[src/rtl/four_bit_enable_counter.sv]
// Up-counter with synchronous count-enable and cascade carry.
// Wraps from all-ones to zero; carry flags the edge that will wrap.
module four_bit_enable_counter #(
    parameter int WIDTH = 4
) (
    input  logic             clk,
    input  logic             reset,
    input  logic             enable,
    output logic [WIDTH-1:0] count,
    output logic             carry
);

    localparam logic [WIDTH-1:0] COUNT_MAX = '1;
    localparam logic [WIDTH-1:0] COUNT_ONE = WIDTH'(1);

    logic en_p0;

    // An X or Z enable must never advance the counter, so only a solid 1 counts.
    assign en_p0 = (enable === 1'b1);

    // Stage p0 -> count register
    always_ff @(posedge clk) begin
        if (reset) begin
            count <= '0;
        end else if (en_p0) begin
            count <= count + COUNT_ONE;
        end
    end

    assign carry = en_p0 & ~reset & (count == COUNT_MAX);

endmodule

[config.mk]
export PLATFORM = sky130hd
export DESIGN_NAME = four_bit_enable_counter
export DESIGN_NICKNAME = d
export VERILOG_FILES = /design/src/rtl/four_bit_enable_counter.sv
export SDC_FILE = /design/constraint.sdc
export NUM_CORES = 1
export LEC_CHECK = 0
export CAP_MARGIN = 25
export CORE_AREA = 3 3 40 42
export CTS_CLUSTER_DIAMETER = 30
export DETAILED_ROUTE_END_ITERATION = 8
export DIE_AREA = 0 0 43 45
export PLACE_DENSITY_LB_ADDON = 0.15
export SKIP_CTS_REPAIR_TIMING = 1
export SLEW_MARGIN = 20
export SYNTH_ARGS = -nofsm -noshare
export SYNTH_HDL_FRONTEND = slang
export SYNTH_SLANG_ARGS = --single-unit
[constraint.sdc]
create_clock -name clk -period 0.98 [get_ports clk]
set_input_delay 0.098 -clock clk [delete_from_list [all_inputs] [get_ports clk]]
set_output_delay 0.098 -clock clk [all_outputs]
set_load 0.02 [all_outputs]
==> impl_metrics.json, run 1 <==
{
  "largest_register_ffs": 4,
  "clock-sinks": 4,
  "die_h_microns": 45,
  "synth-simple-area-share_pct": 25.17,
  "overflow": 0,
  "clk_latency_ns": 0.23,
  "grt_max_degree": 6,
  "core_area_sq_mm": 0.001285,
  "cts_tree": "built",
  "total_leakage_power_nw": 0.2018,
  "grt_setup_unrepaired": "true",
  "gr-usage-all-layers_pct": 6.156,
  "area_growth_pct": 104.0,
  "crit_required_ns": 0.88,
  "final_common_cell": "buf_4",
  "fillers": 141,
  "postSynthNetCount": 21,
  "min_path_type": "in2reg",
  "finalWorstSetupSlack_ns": -0.1402,
  "routed-via-count": 191,
  "worstPathCellList": "nor2b_4, and4_4, buf_6",
  "finalCritPeriodShare_pct": 114.3,
  "comb_power_share_pct": 19.5,
  "ir_drop_v": 0.0004271,
  "yosysSeqAreaShare_pct": 42.38,
  "dp_hpwl_microns": 390.6,
  "worst_path_max_delay_cell": "dfxtp_2",
  "postSynthAreaPerCell_sq_um": 11.11,
  "antenna_cells": 0,
  "power_density_mw_per_mm2": 1239,
  "mostFrequentLayoutCells": "buf_4, dfxtp_2, nor2_1, clkbuf_4",
  "maxCapViolations": 0,
  "drt_wl_total_microns": 509,
  "p_int_mw": 0.3619,
  "synth_compound_area_share_pct": 7.947,
  "status": "finished with violations",
  "grt_pass1_vias": 186,
  "dr.pass1.iters": 1,
  "io_buffers": 7,
  "synth_cell_types": 12,
  "die_width_microns": 43,
  "slowest_delay_ns": 0.32,
  "synth_top_family_by_area": "simple AND/OR/NAND/NOR gates",
  "dieArea_sq_mm": 0.001935,
  "drive_gt1_share_pct": 77.14,
  "synth_adder_area_share_pct": 6.623,
  "clkPwrFrac_pct": 42.1,
  "start_kind": "flop",
  "clockBufferDepth": 2,
  "seqPwrFrac_pct": 38.4,
  "synthXorXnorAreaFrac_pct": 4.636,
  "period_needed_ns": 1.120,
  "synth_top_area_share_pct": 42.38,
  "fin_skew_ns": 0.003539,
  "first_iter_violations": 0,
  "final_hold_viol_count": 0,
  "top_regs": "count (4)",
  "arrival_ns": 1.02,
  "postRouteAntennaNets": 0,
  "synthTopCellsByArea": "dfxtp_1, mux2_4, ha_1, nand4_2, nor2_1",
  "row_count": 13,
  "swShare_pct": 24.18,
  "clk_pin_slew_ns": 0.04,
  "cts_buffers": 3,
  "grt_pass1_wl_microns": 800,
  "ys_ff_latch": 4,
  "worstSetupEndpointType": "output port",
  "yosys.area.top_type": "dfxtp_1",
  "power_mw": 0.4774,
  "finalCoreUtilization_pct": 29.99,
  "hold_slack_ns": 0.2504,
  "start_util_pct": 14.70,
  "wl_per_cell_microns": 10.18,
  "nNetsFinal": 41,
  "p_sw_mw": 0.1154,
  "gp_congestion": 0.6352,
  "viasPerCell": 3.820,
  "path_class": "reg2out",
  "netlist_area_sq_um": 188.9,
  "final_max_slew_viol_count": 0,
  "critPathMaxFanout": 2,
  "drc": 0,
  "yosysWarnings": 0,
  "slew_headroom_pct": 92.22,
  "failed_checks": "setup timing",
  "grt_antenna_before_repair": 0,
  "io_pins": 8,
  "synth_mux_area_share_pct": 13.25,
  "cts_root_buf": "clkbuf_4",
  "largest-register": "count",
  "fmax_ghz": 0.8927,
  "worst_pin_slew_ns": 0.1134,
  "netlist_instances": 17,
  "setup_viol": 3,
  "cts-htree-levels": 1
}
## power by group through the flow
stage          sequential [mW]  combinational [mW]  clock [mW]
2_1_floorplan            0.198              0.0193           0
3_3_place_gp             0.182              0.0911           0
3_5_place_dp             0.182              0.0926           0
4_1_cts                  0.179              0.0933       0.222
5_1_grt                  0.184               0.102       0.224
6_report                 0.183              0.0931       0.201
## stage by stage
| stage | cells | setup WS, ns | instance area, sq um | TNS (ns) |
|---|---|---|---|---|
| 2_1_floorplan | 17 | -0.02263 | 192.7 | -0.02263 |
| 3_3_place_gp | 46 | -0.6004 | 334.1 | -1.559 |
| 3_5_place_dp | 46 | -0.6240 | 334.1 | -1.621 |
| 4_1_cts | 49 | -0.6793 | 356.6 | -2.327 |
| 5_1_grt | 50 | -0.1811 | 385.4 | -0.2540 |
| 6_report | 50 | -0.1402 | 385.4 | -0.1536 |
## logic make-up after synthesis
family	after synthesis
AND/OR/NAND/NOR	7
multiplexers	2
AO/OA/AOI/OAI	2
XOR/XNOR	1
flip-flops	4
adder cells (fa/ha/maj)	1
## final timing paths
kind	start	to	slack, ns	cells after the start
min	reset	count[2]$_SDFFE_PP0P_	0.25	3
max	count[3]$_SDFFE_PP0P_	carry	-0.14	3
max reg2reg	count[0]$_SDFFE_PP0P_	count[3]$_SDFFE_PP0P_	-0.01	3
min reg2reg	count[0]$_SDFFE_PP0P_	count[1]$_SDFFE_PP0P_	0.64	3
## routing by layer
layer / GRT usage, % / wire [microns]
met3: 1.594 / 22
met1: 8.173 / 261
met5: 0 / 0
met2: 6.287 / 226
met4: 9.036 / 0
## cells in the mapped netlist (all sizes together)
library cell	count
xnor2	1
and4	1
mux2	1
mux2i	1
ha	1
nor2	3
a21oi	1
nand4	1
nor2b	1
dfxtp	4
nand3b	1
a21bo	1
## worst max-delay path, delay by kind of cell (launching register included)
family                 cells  cell delay [ns]
and+or+nand+nor            2             0.36
DFF                        1             0.32
buffers and inverters      1             0.11
## area by class of cell
class / instances / area [sq um] / area share [%]
clock buffer: 3 / 22.52 / 5.844
sequential: 4 / 85.08 / 22.08
timing repair buffer: 15 / 125.1 / 32.47
tap: 15 / 18.77 / 4.870
multi-input combinational: 13 / 133.9 / 34.74
No activity file was read; power rests on OpenSTA's default activity.
==> run 2, diff against run 1 <==
==> constraint.sdc (replaced) <==
create_clock -name clk -period 1.3 [get_ports clk]
set_input_delay 0.13 -clock clk [delete_from_list [all_inputs] [get_ports clk]]
set_output_delay 0.13 -clock clk [all_outputs]
set_load 0.02 [all_outputs]
==> impl_metrics.json, run 2 (synthesized netlist as in run 1, its figures left out) <==
{
  "critPathMaxFanout": 2,
  "routed-via-count": 179,
  "setup_viol": 0,
  "fillers": 142,
  "crit_family": "flip-flops",
  "slowest_delay_ns": 0.30,
  "grt_pass1_vias": 203,
  "min_path_type": "in2reg",
  "postRouteAntennaNets": 0,
  "finalCritPeriodShare_pct": 95.88,
  "gp_congestion": 0.7066,
  "final_common_cell": "buf_4",
  "clock-sinks": 4,
  "start_util_pct": 14.70,
  "final_hold_viol_count": 0,
  "final_max_slew_viol_count": 0,
  "arrival_ns": 1.12,
  "viasPerCell": 3.653,
  "worstSetupEndpoint": "carry",
  "worst_pin_slew_ns": 0.2303,
  "crit_start": "count[0]$_SDFFE_PP0P_",
  "path_class": "reg2out",
  "slew_headroom_pct": 84.62,
  "io_buffers": 7,
  "cts_root_buf": "clkbuf_4",
  "first_iter_violations": 5,
  "gr-usage-all-layers_pct": 5.745,
  "antenna_cells": 0,
  "placed_area_sq_um": 330.3,
  "total_leakage_power_nw": 0.2369,
  "clockBufferDepth": 2,
  "crit_required_ns": 1.17,
  "grt_pass1_wl_microns": 800,
  "cts-htree-levels": 1,
  "top_regs": "count (4)",
  "drt_wl_total_microns": 473,
  "path_depth": 3,
  "timing.rr.start": "count[0]$_SDFFE_PP0P_",
  "rr_worst_depth": 4,
  "largest_register_ffs": 4,
  "wl_per_cell_microns": 9.653,
  "worstSetupEndpointType": "output port",
  "die_h_microns": 45,
  "power_density_mw_per_mm2": 971.8,
  "grt_max_degree": 6,
  "io_pins": 8,
  "drc": 0,
  "die_width_microns": 43,
  "mostFrequentLayoutCells": "buf_4, dfxtp_1, dlymetal6s2s_1",
  "maxCapViolations": 0,
  "reg2reg_slack_ns": 0.27,
  "area_growth_pct": 90.73,
  "worst_path_max_delay_cell": "dfxtp_1",
  "status": "finished clean",
  "fin_skew_ns": 0.003909,
  "nNetsFinal": 40,
  "crit_buf_inv": 1,
  "dieArea_sq_mm": 0.001935,
  "dr.pass1.iters": 4,
  "cts_buffers": 3,
  "fmax_ghz": 0.8023,
  "clk_pin_slew_ns": 0.04,
  "largest-register": "count",
  "cts_tree": "built",
  "finalCoreUtilization_pct": 28.04,
  "core_area_sq_mm": 0.001285,
  "start_kind": "flop",
  "period_needed_ns": 1.246,
  "r2r-end": "count[2]$_SDFFE_PP0P_",
  "grt_antenna_before_repair": 0,
  "fin_area_sq_um": 360.3,
  "ir_drop_v": 0.0004062,
  "drive_gt1_share_pct": 47.06,
  "overflow": 0,
  "worstPathCellList": "ha_1, and4_2, clkbuf_2",
  "clk_latency_ns": 0.23,
  "row_count": 13
}
-- run 2: worst reg2reg max path, cell delays in order (launching register included) --
cell and delay, ns:
dfxtp_1 0.30, ha_1 0.21, buf_4 0.14, a21bo_2 0.20, a21oi_1 0.11
-- run 2: worst min-delay path by stage --
stage          slack, ns                    end             startpoint  cells past startpoint
2_1_floorplan       0.20  count[2]$_SDFFE_PP0P_                  reset                      1
3_3_place_gp        0.59  count[1]$_SDFFE_PP0P_  count[1]$_SDFFE_PP0P_                      3
3_5_place_dp        0.61  count[0]$_SDFFE_PP0P_  count[0]$_SDFFE_PP0P_                      3
4_1_cts             0.59  count[2]$_SDFFE_PP0P_                  reset                      3
5_1_grt             0.63  count[2]$_SDFFE_PP0P_                  reset                      3
6_report            0.61  count[2]$_SDFFE_PP0P_                  reset                      3
-- run 2: area by class of cell --
| type | instances | area, sq um | share of cell area (%) |
|---|---|---|---|
| Clock buffer | 3 | 22.52 | 6.250 |
| Multi-Input combinational cell | 13 | 111.4 | 30.90 |
| Sequential cell | 4 | 80.08 | 22.22 |
| Tap cell | 15 | 18.77 | 5.208 |
| Timing Repair Buffer | 14 | 127.6 | 35.42 |
-- run 2: per-stage QoR --
| step | hold slack, ns | TNS [ns] | setup WS (ns) | total power [mW] | instances |
|---|---|---|---|---|---|
| 3_5_place_dp | 0.6133 | -0.3790 | -0.3790 | 0.2060 | 46 |
| 3_3_place_gp | 0.5921 | -0.3608 | -0.3608 | 0.2049 | 46 |
| 6_report | 0.6110 | 0 | 0.05362 | 0.3502 | 49 |
| 4_1_cts | 0.5883 | -0.8407 | -0.3878 | 0.3620 | 49 |
| 5_1_grt | 0.6302 | -0.006783 | -0.006783 | 0.3751 | 49 |
| 2_1_floorplan | 0.1991 | 0 | 0.1730 | 0.1621 | 17 |
-- run 2: per-layer routing --
metal  part of all wire, %  global-route usage, %
met5                     0                      0
met4                     0                  5.422
met3                   6.1                  1.195
met2                    40                  7.485
met1                    53                  7.711
-- run 2: where the power goes --
part / internal [mW] / switching [mW] / total [mW]
Clock: 0.103 / 0.0462 / 0.149
Sequential: 0.130 / 0.00349 / 0.134
Combinational: 0.0372 / 0.0302 / 0.0673
==> run 3, diff against run 2 <==
--- a/config.mk
+++ b/config.mk
@@ -12,7 +12,7 @@
 export DIE_AREA = 0 0 43 45
 export PLACE_DENSITY_LB_ADDON = 0.15
 export SKIP_CTS_REPAIR_TIMING = 1
-export SLEW_MARGIN = 20
+export SLEW_MARGIN = 0
 export SYNTH_ARGS = -nofsm -noshare
 export SYNTH_HDL_FRONTEND = slang
 export SYNTH_SLANG_ARGS = --single-unit
==> results of run 3 <==
Final layout, timing and power as in run 2 (identical DEF).
